==> config.mk <==
export PLATFORM = sky130hd
export DESIGN_NAME = regn_wr_arbiter
export DESIGN_NICKNAME = d
export VERILOG_FILES = /design/src/rtl/regn_wr_arbiter.sv
export SDC_FILE = /design/constraint.sdc
export NUM_CORES = 1
export LEC_CHECK = 0
export CORE_MARGIN = 1.5
export CORE_UTILIZATION = 35
export CTS_BUF_LIST = sky130_fd_sc_hd__clkbuf_4 sky130_fd_sc_hd__clkbuf_8
export DETAILED_ROUTE_END_ITERATION = 10
export GPL_TIMING_DRIVEN = 0
export PLACE_DENSITY_LB_ADDON = 0.2
export SYNTH_ARGS = -nofsm -noshare
export SYNTH_HDL_FRONTEND = slang
export SYNTH_SLANG_ARGS = --single-unit
==> constraint.sdc <==
create_clock -name clk -period 2 [get_ports clk]
set_clock_uncertainty 0.2 [all_clocks]
set_input_delay 0.2 -clock clk [delete_from_list [all_inputs] [get_ports clk]]
set_output_delay 0.2 -clock clk [all_outputs]
set_load 0.02 [all_outputs]
==> src/rtl/regn_wr_arbiter.sv <==
// Round-robin write arbiter sharing one regn register among R requesters.
// One-cycle en/d write per grant, then a four-phase req/ack handshake.
module regn_wr_arbiter #(
   parameter  int N   = 8,
   parameter  int R   = 4,
   localparam int IDW = (R > 1) ? $clog2(R) : 1
) (
   input  logic           clk,
   input  logic           rst,
   input  logic [R-1:0]   req,
   input  logic [R*N-1:0] wdata,
   output logic [R-1:0]   ack,
   output logic           reg_en,
   output logic [N-1:0]   reg_d,
   output logic [IDW-1:0] gnt_id,
   output logic           busy
);

   typedef enum logic [1:0] {
      IDLE = 2'd0,
      LOAD = 2'd1,
      ACK  = 2'd2
   } state_t;

   state_t         state, state_nxt;
   logic [IDW-1:0] ptr, ptr_nxt;
   logic [IDW-1:0] win, id_nxt;
   logic [R-1:0]   ack_nxt;
   logic [N-1:0]   d_nxt;
   logic           en_nxt, busy_nxt;

   // Search ptr, ptr+1, ... wrapping; lowest offset with a request wins.
   function automatic logic [IDW-1:0] rr_pick(
      input logic [R-1:0]   r,
      input logic [IDW-1:0] p
   );
      logic [IDW-1:0] w;
      int             j;
      w = p;
      for (int k = R-1; k >= 0; k--) begin
         j = int'(p) + k;
         if (j >= R) j = j - R;
         if (r[j[IDW-1:0]]) w = j[IDW-1:0];
      end
      return w;
   endfunction

   always_comb begin
      win       = rr_pick(req, ptr);
      state_nxt = state;
      ptr_nxt   = ptr;
      ack_nxt   = ack;
      en_nxt    = 1'b0;
      d_nxt     = reg_d;
      id_nxt    = gnt_id;
      busy_nxt  = busy;
      unique case (state)
         IDLE: begin
            if (|req) begin
               id_nxt    = win;
               d_nxt     = wdata[int'(win)*N +: N];
               en_nxt    = 1'b1;
               busy_nxt  = 1'b1;
               state_nxt = LOAD;
            end
         end
         LOAD: begin
            ack_nxt         = '0;
            ack_nxt[gnt_id] = 1'b1;
            state_nxt       = ACK;
         end
         ACK: begin
            if (!req[gnt_id]) begin
               ack_nxt   = '0;
               busy_nxt  = 1'b0;
               state_nxt = IDLE;
               if (gnt_id == IDW'(R-1)) ptr_nxt = '0;
               else                     ptr_nxt = gnt_id + 1'b1;
            end
         end
         default: begin
            ack_nxt   = '0;
            busy_nxt  = 1'b0;
            state_nxt = IDLE;
         end
      endcase
   end

   always_ff @(posedge clk or negedge rst) begin
      if (!rst) begin
         state  <= IDLE;
         ack    <= '0;
         reg_en <= 1'b0;
         reg_d  <= '0;
         gnt_id <= '0;
         busy   <= 1'b0;
      end else begin
         state  <= state_nxt;
         ack    <= ack_nxt;
         reg_en <= en_nxt;
         reg_d  <= d_nxt;
         gnt_id <= id_nxt;
         busy   <= busy_nxt;
      end
   end

   // With a single requester the pointer is a constant.
   if (R > 1) begin : g_ptr
      always_ff @(posedge clk or negedge rst) begin
         if (!rst) ptr <= '0;
         else      ptr <= ptr_nxt;
      end
   end else begin : g_ptr1
      assign ptr = '0;
   end

endmodule

==> results.md <==
* Status: completed
* Cell variety after synth at 30
* Minimum period implied by the final worst setup slack at approximately 1.9 ns
* Quantity of I/O buffers inserted on ports at 53
* Cell Pwr Density at 1377 nW/um^2
* Final estimated routing congestion in global placement at 0.7548
* Remaining global-route overflow at 0
* Post-Route Utilization at between 50% and 60%
* Critical register-to-register path startpoint: ptr[1]$_DFFE_PN0P_
* Share of layout cells above drive strength 1 at 10.98%
* Reg-to-reg slack, setup at about 0.14 ns
* Seq cells post-synth at 20
* Count of pins on the block boundary at 54
* Nature of the critical path endpoint: flop
* Total CTS buffers at 3
* Number of nets still failing antenna checks after routing at 0
* # setup viols final at 0
* Total iterations of the first detailed-routing run at 3
* Placed instance count at just over 200
* Top fanout value on the critical path at 10
* Worst-skew pair later-pin latency at 0.31 ns
* Reg2Reg Capture Point: reg_d[6]$_DFFE_PN0P_
* Syn Nets at 149
* # DRC at 0
* Register area at 501.7 um^2
* Worst reg-to-reg path cell count at 7
* Yosys top cell by area: dfrtp_1
* Final Hold Violating Endpoints at 0
* Min setup slack post-route at about 0.14 ns
* Width of the chip at 60.44 um
* Hold_ws at 0.1773 ns
* Vias in the first global route at 1026
* Area growth syn-to-layout at 56.01%
* Mean instance size in the synthesized netlist at 10.79 um^2
* Area of combinational cells with multiple inputs at between 500 and 600 um^2
* Max Buffers Root-to-Sink at 2
* Hpwl dp at between 2000 and 2500 um
* Most used flip-flop cell after synthesis: dfrtp_1
* Yosys top cell area share at between 40% and 50%
* Num rows at 20
* Ranking of synthesized cells by instance count: 20 x dfrtp_1, 16 x mux2i_1, 14 x nand2_1
* Routed via count at 1000
* First-iteration detailed-routing DRC count at 39
* Nature of the critical path startpoint: input port
* Lkg Pwr at 0.7983 nW
* Clock transition at the registers of the reported paths at 0.12 ns
* Initial core utilization at 37.22%
* Post-detailed-route via-to-cell ratio at 4.808
* Number of non-filler instances in the completed layout at approximately 210
* Core Region at roughly 3100 um^2
* Count of flip-flops with a built-in enable after synthesis at 0
* Wire length of the first global-routing pass at between 4000 and 5000 um
* Clock tree root driver cell: clkbuf_4
* Worst Hold Class: in2async
* Required time reported for the critical path endpoint at 1.98 ns
* Post-Route Setup TNS at 0 ns
* Number of inserted filler cells in the final layout at 281
* Part of the Yosys area used for sequential elements at 43.34%
* DP Area at 1740 um^2
* Fmax at 536.3 MHz
* Slew at the pin closest to its max-slew limit at 0.8898 ns
* Net total in the final layout at 207
* Fraction of registers with async set/reset at 100.0%
* Post-layout instance area at 1802 um^2
* Maximum resistive drop on vdd at 549.8 uV
* Clock tree sinks at 20
* Global-route usage over all layers at 16.15%
* Fraction of the cycle the final worst path needs at 93.23%
* Overall power at 2.482 mW
* CTS tree: yes
* Number of antenna diodes at 0
* Worst slack at placement at -0.3525 ns
* Yosys warns at 0
* Biggest area contributors in the synthesized netlist: dfrtp_1 43%, mux2i_1 14%, o221ai_1 6.1%
* Number of instances in the synthesized netlist at 107
* RSZ-0062 raised after global routing: false
* Cell Area, Synth at 1155 um^2
* Final max-slew violation count at 0
* Die height at 60.44 um
* Initial antenna violation count at 0
* Wire per inst at 12.79 um
* DRT Wirelength at 2660 um
* Worst relative slew slack at 40.49%
* Data arrival time of the critical path at approximately 1.9 ns
* Die footprint at around 3700 um^2
* Type of the setup path with the least slack: in2reg
* Pin count of the biggest net entering global routing at 21
* Count of maximum capacitance violations at 0
* Most frequent cell after synthesis: dfrtp_1
* Count of H-tree levels built during CTS at 1
-- cell usage in the layout (no fill, tap or decap) --
master	synthesis	final
a211o_1	1	1
a211oi_1	1	1
a21o_1	2	2
a21oi_1	2	2
a22o_1	2	2
a31o_2	1	1
buf_2	1	1
buf_6	2	2
buf_8	1	1
bufinv_16	0	1
clkbuf_4	0	3
clkdlybuf4s50_1	0	52
dfrtp_1	20	19
dfrtp_2	0	1
dlymetal6s2s_1	0	1
ha_1	4	4
inv_1	5	5
inv_2	1	1
mux2_2	2	2
mux2i_1	16	16
mux4_2	0	1
nand2_1	14	13
nand2_2	0	1
nand2b_1	3	3
nor2_1	3	3
nor2b_1	4	4
nor2b_4	1	1
nor3_1	1	1
nor4_2	0	1
o21ai_0	5	5
o21ai_2	1	1
o221ai_1	8	8
o22ai_1	1	1
or2_1	1	1
or2b_1	1	1
or3_1	1	1
-- critical path, stage by stage --
cell and delay [ns]:
clkdlybuf4s50_1 0.56, nor3_1 0.07, a31o_2 0.22, o21ai_2 0.12, buf_6 0.17, buf_8 0.16, mux2i_1 0.20, o221ai_1 0.14
-- flip-flops by register name, indices dropped and copies added (netlist names) --
name / count
ptr: 2
gnt_id: 2
ack: 4
reg_en: 1
reg_d: 8
state: 2
busy: 1
-- repair_timing --
item	4_1_cts	5_1_grt
gates cloned	0	0
resized for setup	2	3
hold buffers	0	0
buffers inserted	0	0
endpoints found under the setup margin	7	6
-- where the power goes --
group | internal, mW | switching (mW)
sequential | 0.599 | 0.165
combinational | 0.711 | 0.672
clock | 0.203 | 0.133
-- per-layer routing --
| metal | track usage [%] | part of all wire, % |
|---|---|---|
| met4 | 6.832 | 1.5 |
| met2 | 28.73 | 49 |
| met5 | 0 | 0 |
| met1 | 18.02 | 41 |
| met3 | 4.691 | 8.5 |
-- area by class of cell --
cell class                      instances  share of cell area, %
Buffer                                  4                  2.361
Multi-Input combinational cell         77                  32.99
Sequential cell                        20                  27.85
Inverter                                6                  1.250
Timing Repair Buffer                   53                  29.58
Tap cell                               44                  3.056
Clock buffer                            3                  1.250
Clock inverter                          1                  1.667
-- worst max path at each step --
stage,depth (start not counted),from,endpoint
6_report,8,req[2],reg_d[6]$_DFFE_PN0P_
5_1_grt,8,req[2],reg_d[6]$_DFFE_PN0P_
4_1_cts,3,gnt_id[0]$_DFFE_PN0P_,ptr[1]$_DFFE_PN0P_
3_5_place_dp,7,req[2],reg_d[6]$_DFFE_PN0P_
3_3_place_gp,7,req[2],reg_d[4]$_DFFE_PN0P_
2_1_floorplan,3,gnt_id[0]$_DFFE_PN0P_,ptr[0]$_DFFE_PN0P_
-- logic make-up after synthesis --
kind of cell	after synthesis	synth area share [%]
flops	20	43.34
buf+inv	10	5.633
compound gates	24	15.39
mux	19	18.09
simple gates	30	13.22
fa+ha+maj	4	4.334
Note: power is estimated with default switching activity, not from simulation.
